==> config.mk <==
export PLATFORM = sky130hd
export DESIGN_NAME = timer_counter_flat
export DESIGN_NICKNAME = d
export VERILOG_FILES = /design/src/rtl/timer_counter_pkg.sv /design/src/rtl/timer_counter_if.sv /design/src/rtl/timer_counter.sv /design/src/flat_wrapper.sv
export SDC_FILE = /design/constraint.sdc
export NUM_CORES = 1
export LEC_CHECK = 0
export BUFFER_PORTS_ARGS = -buffer_cell sky130_fd_sc_hd__buf_2
export CAP_MARGIN = 10
export CORE_AREA = 5 5 112 114
export DETAILED_ROUTE_END_ITERATION = 10
export DIE_AREA = 0 0 117 119
export PLACE_DENSITY = 0.6
export SYNTH_ARGS = -nofsm -noshare
export SYNTH_HDL_FRONTEND = slang
export SYNTH_SLANG_ARGS = --single-unit
==> constraint.sdc <==
create_clock -name clk -period 2.9 [get_ports clk]
set_clock_uncertainty 0.2 [all_clocks]
set_input_delay 0.29 -clock clk [delete_from_list [all_inputs] [get_ports clk]]
set_output_delay 0.29 -clock clk [all_outputs]
set_load 0.1 [all_outputs]
==> src/rtl/timer_counter_pkg.sv <==
// Shared types and constants for the memory-mapped countdown timer.
// Register map, CTRL bit layout and FSM encoding live here so bus and core agree.
package tc_pkg;

    localparam int DATA_W = 32;

    typedef enum logic [1:0] {
        IDLE = 2'd0,
        LOAD = 2'd1,
        CNT  = 2'd2,
        INT  = 2'd3
    } tc_state_e;

    localparam logic [1:0] ADDR_CTRL   = 2'd0;
    localparam logic [1:0] ADDR_PRESET = 2'd1;
    localparam logic [1:0] ADDR_COUNT  = 2'd2;

    localparam int CTRL_EN      = 0;
    localparam int CTRL_MODE_LO = 1;
    localparam int CTRL_MODE_HI = 2;
    localparam int CTRL_IM      = 3;

    localparam logic [1:0] MODE_ONESHOT  = 2'd0;
    localparam logic [1:0] MODE_PERIODIC = 2'd1;

    // Field order matches the CTRL word: {IM, Mode, Enable} at bits [3:0].
    typedef struct packed {
        logic       im;
        logic [1:0] mode;
        logic       en;
    } ctrl_t;

endpackage

==> src/rtl/timer_counter_if.sv <==
// Word-addressed register bus between the system bridge and the timer.
// The bridge is the master; the timer answers reads combinationally.
interface timer_counter_if;

    logic [1:0]               addr;
    logic                     we;
    logic [tc_pkg::DATA_W-1:0] din;
    logic [tc_pkg::DATA_W-1:0] dout;
    logic                     irq;

    modport master (output addr, we, din, input dout, irq);
    modport slave  (input addr, we, din, output dout, irq);

endinterface

==> src/rtl/timer_counter.sv <==
// Countdown timer: CTRL/PRESET/COUNT register file plus a four-state FSM.
// The interrupt is a level (irq_flag gated by IM) feeding one CP0 HWInt bit.
module timer_counter
    import tc_pkg::*;
#(
    parameter int CNT_W = 32
) (
    input  logic              clk,
    input  logic              reset,
    timer_counter_if.slave    bus
);

    tc_state_e         state_q, state_d;
    ctrl_t             ctrl_q, ctrl_d;
    logic [CNT_W-1:0]  preset_q, preset_d;
    logic [CNT_W-1:0]  count_q, count_d;
    logic              irq_flag_q, irq_flag_d;
    logic              wr_ctrl, wr_preset;

    assign wr_ctrl   = bus.we && (bus.addr == ADDR_CTRL);
    assign wr_preset = bus.we && (bus.addr == ADDR_PRESET);

    always_ff @(posedge clk or posedge reset) begin
        if (reset) begin
            state_q    <= IDLE;
            ctrl_q     <= '0;
            preset_q   <= '0;
            count_q    <= '0;
            irq_flag_q <= 1'b0;
        end else begin
            state_q    <= state_d;
            ctrl_q     <= ctrl_d;
            preset_q   <= preset_d;
            count_q    <= count_d;
            irq_flag_q <= irq_flag_d;
        end
    end

    always_comb begin
        state_d    = state_q;
        ctrl_d     = ctrl_q;
        preset_d   = preset_q;
        count_d    = count_q;
        irq_flag_d = irq_flag_q;

        case (state_q)
            IDLE: begin
                if (ctrl_q.en) state_d = LOAD;
            end
            LOAD: begin
                count_d = preset_q;
                state_d = CNT;
            end
            CNT: begin
                if (!ctrl_q.en) begin
                    state_d = IDLE;
                end else if (count_q > CNT_W'(1)) begin
                    count_d = count_q - CNT_W'(1);
                end else begin
                    // Terminal step also covers PRESET=0, so COUNT never wraps.
                    count_d    = '0;
                    irq_flag_d = 1'b1;
                    state_d    = INT;
                end
            end
            INT: begin
                if (ctrl_q.mode == MODE_PERIODIC) irq_flag_d = 1'b0;
                else                              ctrl_d.en  = 1'b0;
                state_d = IDLE;
            end
            default: state_d = IDLE;
        endcase

        // Bus writes are applied last so they override same-edge FSM updates.
        if (wr_ctrl) begin
            ctrl_d     = ctrl_t'(bus.din[CTRL_IM:CTRL_EN]);
            irq_flag_d = 1'b0;
        end
        if (wr_preset) begin
            preset_d   = bus.din[CNT_W-1:0];
            irq_flag_d = 1'b0;
        end
    end

    always_comb begin
        case (bus.addr)
            ADDR_CTRL:   bus.dout = DATA_W'(ctrl_q);
            ADDR_PRESET: bus.dout = DATA_W'(preset_q);
            ADDR_COUNT:  bus.dout = DATA_W'(count_q);
            default:     bus.dout = '0;
        endcase
    end

    assign bus.irq = irq_flag_q & ctrl_q.im;

endmodule

==> src/flat_wrapper.sv <==
// flat-port wrapper written by rule: the top's interface ports become plain ports
module timer_counter_flat import tc_pkg::*;
#(
    parameter int CNT_W = 32
)
  (clk, reset, bus_addr, bus_we, bus_din, bus_dout, bus_irq);
  timer_counter_if bus_i ();
  input  logic clk;
  input  logic reset;
  input wire logic [$bits(bus_i.addr)-1:0] bus_addr;
  input wire logic [$bits(bus_i.we)-1:0] bus_we;
  input wire logic [$bits(bus_i.din)-1:0] bus_din;
  output wire logic [$bits(bus_i.dout)-1:0] bus_dout;
  output wire logic [$bits(bus_i.irq)-1:0] bus_irq;
  assign bus_i.addr = bus_addr;
  assign bus_i.we = bus_we;
  assign bus_i.din = bus_din;
  assign bus_dout = bus_i.dout;
  assign bus_irq = bus_i.irq;
  timer_counter #(.CNT_W(CNT_W)) u_core (.clk(clk), .reset(reset), .bus(bus_i));
endmodule
==> impl_metrics.yaml <==
logic_synthesis:
  ys.warnings.count: 0
  synthAdderAreaFrac_pct: 0.6124
  synth_most_common_cell: "dfrtp_1"
  syn-cell-area_mm2: 0.004086
  synth_mux_area_share_pct: 11.36
  ys_types: 57
  synth_compound_gate_area_share_pct: 22.14
  ys_seq_area_share_pct: 43.48
  syn_nets: 441
  synth_xor_area_share_pct: 0
  synth_area_leaders: "dfrtp_1 43%, mux2_2 9.6%, a22o_1 7.3%"
  ys_async_sr_fraction_pct: 100.0
  netlist_instances: 402
  synthSimpleGateAreaFrac_pct: 18.65
  yosysTopAreaCell: "dfrtp_1"
  synthTopCellsByCount: "71 x dfrtp_1, 35 x mux2_2, 34 x a22o_1"
  synth_ff_type: "dfrtp_1"
  ys_seq_elements: 71
  synth-edff-count: 0
  yosysTopAreaCellShare_pct: 43.48
  synth_top_family_by_area: "compound AO/OA/AOI/OAI gates"
  syn_area_per_cell_um2: 10.17
placed_design:
  place_ws_ns: 0.2463
  port_buffers: 69
  globalplace.congestion: 0.8708
  dp_hpwl_um: 8097
sta:
  hold_ws_ns: 0.003496
  fin_crit_ns: 2.696
  fin_setup_tns_ns: 0
  setup_violations: 0
  rsz0062_at_grt: "no"
  hold_viol: 0
  max_slew.worst_pin.slew_ns: 0.6715
  setup_ws_ns: 0.2037
  slew-limit-headroom_pct: 55.17
  fin_crit_sh_pct: 92.98
  timing.fmax_mhz: 370.9
  slew_violations: 0
run_status:
  status: "complete, no violations"
pwr:
  internal-power_mw: 2.881
  irDropWorstVdd_v: 0.0004269
  power_frac_clock_pct: 21.7
  p_sw_mw: 2.361
  leakagePower_nw: 2.369
  powerDensity_mw_per_mm2: 978.0
  swShare_pct: 45.04
  total_power_mw: 5.242
  sequentialPowerShare_pct: 32.8
  combPwrFrac_pct: 45.6
job:
  maxCapViolCount: 0
global_route:
  grt_pass1_vias: 3755
  grt_overflow: 0
  grt_pass1_wl_um: 19210
  grt_usage_pct: 17.11
  grt_max_degree: 42
  grt_antenna_before_repair: 0
setup_path:
  worstSetupEndpointType: "register"
  start_kind: "register"
  path_class: "reg -> reg"
  crit_fanout: 34
  crit_required_ns: 2.92
  arrival_ns: 2.72
clock_network:
  htree_levels: 3
  numCtsBuffers: 9
  clockBufferDepth: 2
  clock_latency_ns: 0.34
  cts_tree: "built"
  postCtsHoldBufs: 32
  cts_sinks: 71
  path_clk_slew_ns: 0.06
  cts_root_buf: "clkbuf_16"
  cts_resized: 0
  postCtsSetupBuffers: 0
routing:
  antenna_left: 0
  drt_iter0_drc: 216
  drc_errors: 0
  vias_per_cell: 5.552
  route.vias.total: 3659
  routed_wl_um: 11240
  routedWlPerCell_um: 17.06
  dr.pass1.iters: 5
layout:
  drive_gt1_share_pct: 32.17
  diodes: 0
  syn2layout_area_growth_pct: 31.17
  fin_util_pct: 47.35
  final_nets: 550
hold_path:
  hp-class: "in -> reg"
floorplanning:
  die_h_um: 119
  fp.coreArea_mm2: 0.01132
  dieArea_mm2: 0.01392
  io_pins: 70
  std_cell_rows: 39
  initial_core_util_pct: 36.10
  die_w_um: 117
[registers in the layout, summed over array words and instances, names as in the netlist]
name / count
u_core.count_q: 32
u_core.state_q: 2
u_core.preset_q: 32
u_core.irq_flag_q: 1
u_core.ctrl_q: 4
[final cells by class]
cell class	count	area, µm²
fill	1080	5961
multi-input combinational	295	2173
sequential	71	1777
timing repair buffer	128	893.4
clock buffer	15	307.8
tap	143	178.9
inverter	6	22.52
clock inverter	1	7.507
[cell usage in the layout, fill, tap and decap left out, types with 6 or more instances in the layout]
cell type	count
dfrtp_1	71
nand2_1	27
a221o_1	9
nand3_1	7
mux2i_1	7
clkbuf_8	6
o21ai_1	10
mux2_2	35
and2_1	6
nor3_1	7
o21ai_0	22
clkbuf_16	9
a21oi_1	10
nor2_1	21
or4_1	8
buf_4	25
nor4_1	10
buf_2	69
dlygate4sd3_1	32
a22o_1	34
[critical path, stage by stage (launching register included)]
cell and delay [ns]:
dfrtp_1 0.43, inv_1 0.14, ha_1 0.25, nor2_1 0.07
or4_1 0.47, o31ai_4 0.33, buf_12 0.22, nor2_1 0.09
a221o_1 0.37
[stage by stage]
| step | cell area [µm²] | cells |
|---|---|---|
| CTS | 5360 | 659 |
| floorplan | 4086 | 402 |
| global route | 5360 | 659 |
| detailed placement | 4725 | 611 |
| global placement | 4725 | 611 |
| finish | 5360 | 659 |
[power groups by stage]
stage | clock network [mW] | registers [mW] | logic, mW
final | 1.14 | 1.72 | 2.39
after global routing | 1.20 | 1.78 | 2.61
after CTS | 1.15 | 1.71 | 2.41
after detailed placement | 0 | 1.73 | 2.37
after global placement | 0 | 1.71 | 2.34
after floorplan | 0 | 1.57 | 1.85
[path summary, 6_finish.rpt]
kind / slack [ns] / from / end / cells after the start
worst max-delay path: 0.20 / u_core.count_q[1]$_DFFE_PP0P_ / u_core.count_q[3]$_DFFE_PP0P_ / 8
worst min-delay path: 0.003 / bus_din[3] / u_core.ctrl_q[3]$_DFFE_PP0P_ / 2
worst max register to register: 0.20 / u_core.count_q[1]$_DFFE_PP0P_ / u_core.count_q[3]$_DFFE_PP0P_ / 8
worst min register to register: 0.33 / u_core.count_q[7]$_DFFE_PP0P_ / u_core.count_q[7]$_DFFE_PP0P_ / 1
max in group asynchronous: 1.46 / reset / u_core.preset_q[9]$_DFFE_PP0P_ / 4
min in group asynchronous: 0.40 / reset / u_core.preset_q[25]$_DFFE_PP0P_ / 3
[kinds of logic (layout without fill, tap and decap cells)]
family	Yosys count	count (layout)
mux	42	42
fa+ha+maj	2	2
flops	71	71
simple gates	128	128
compound gates	123	123
buf+inv	36	150
[layer usage]
metal	global-route usage, %	wire (µm)	share of wire [%]
met2	27.28	5186	46
met4	3.082	109	0.97
met5	0	0	0
met3	4.665	629	5.6
met1	23.55	5314	47
Note: power is estimated with default switching activity, not from simulation.
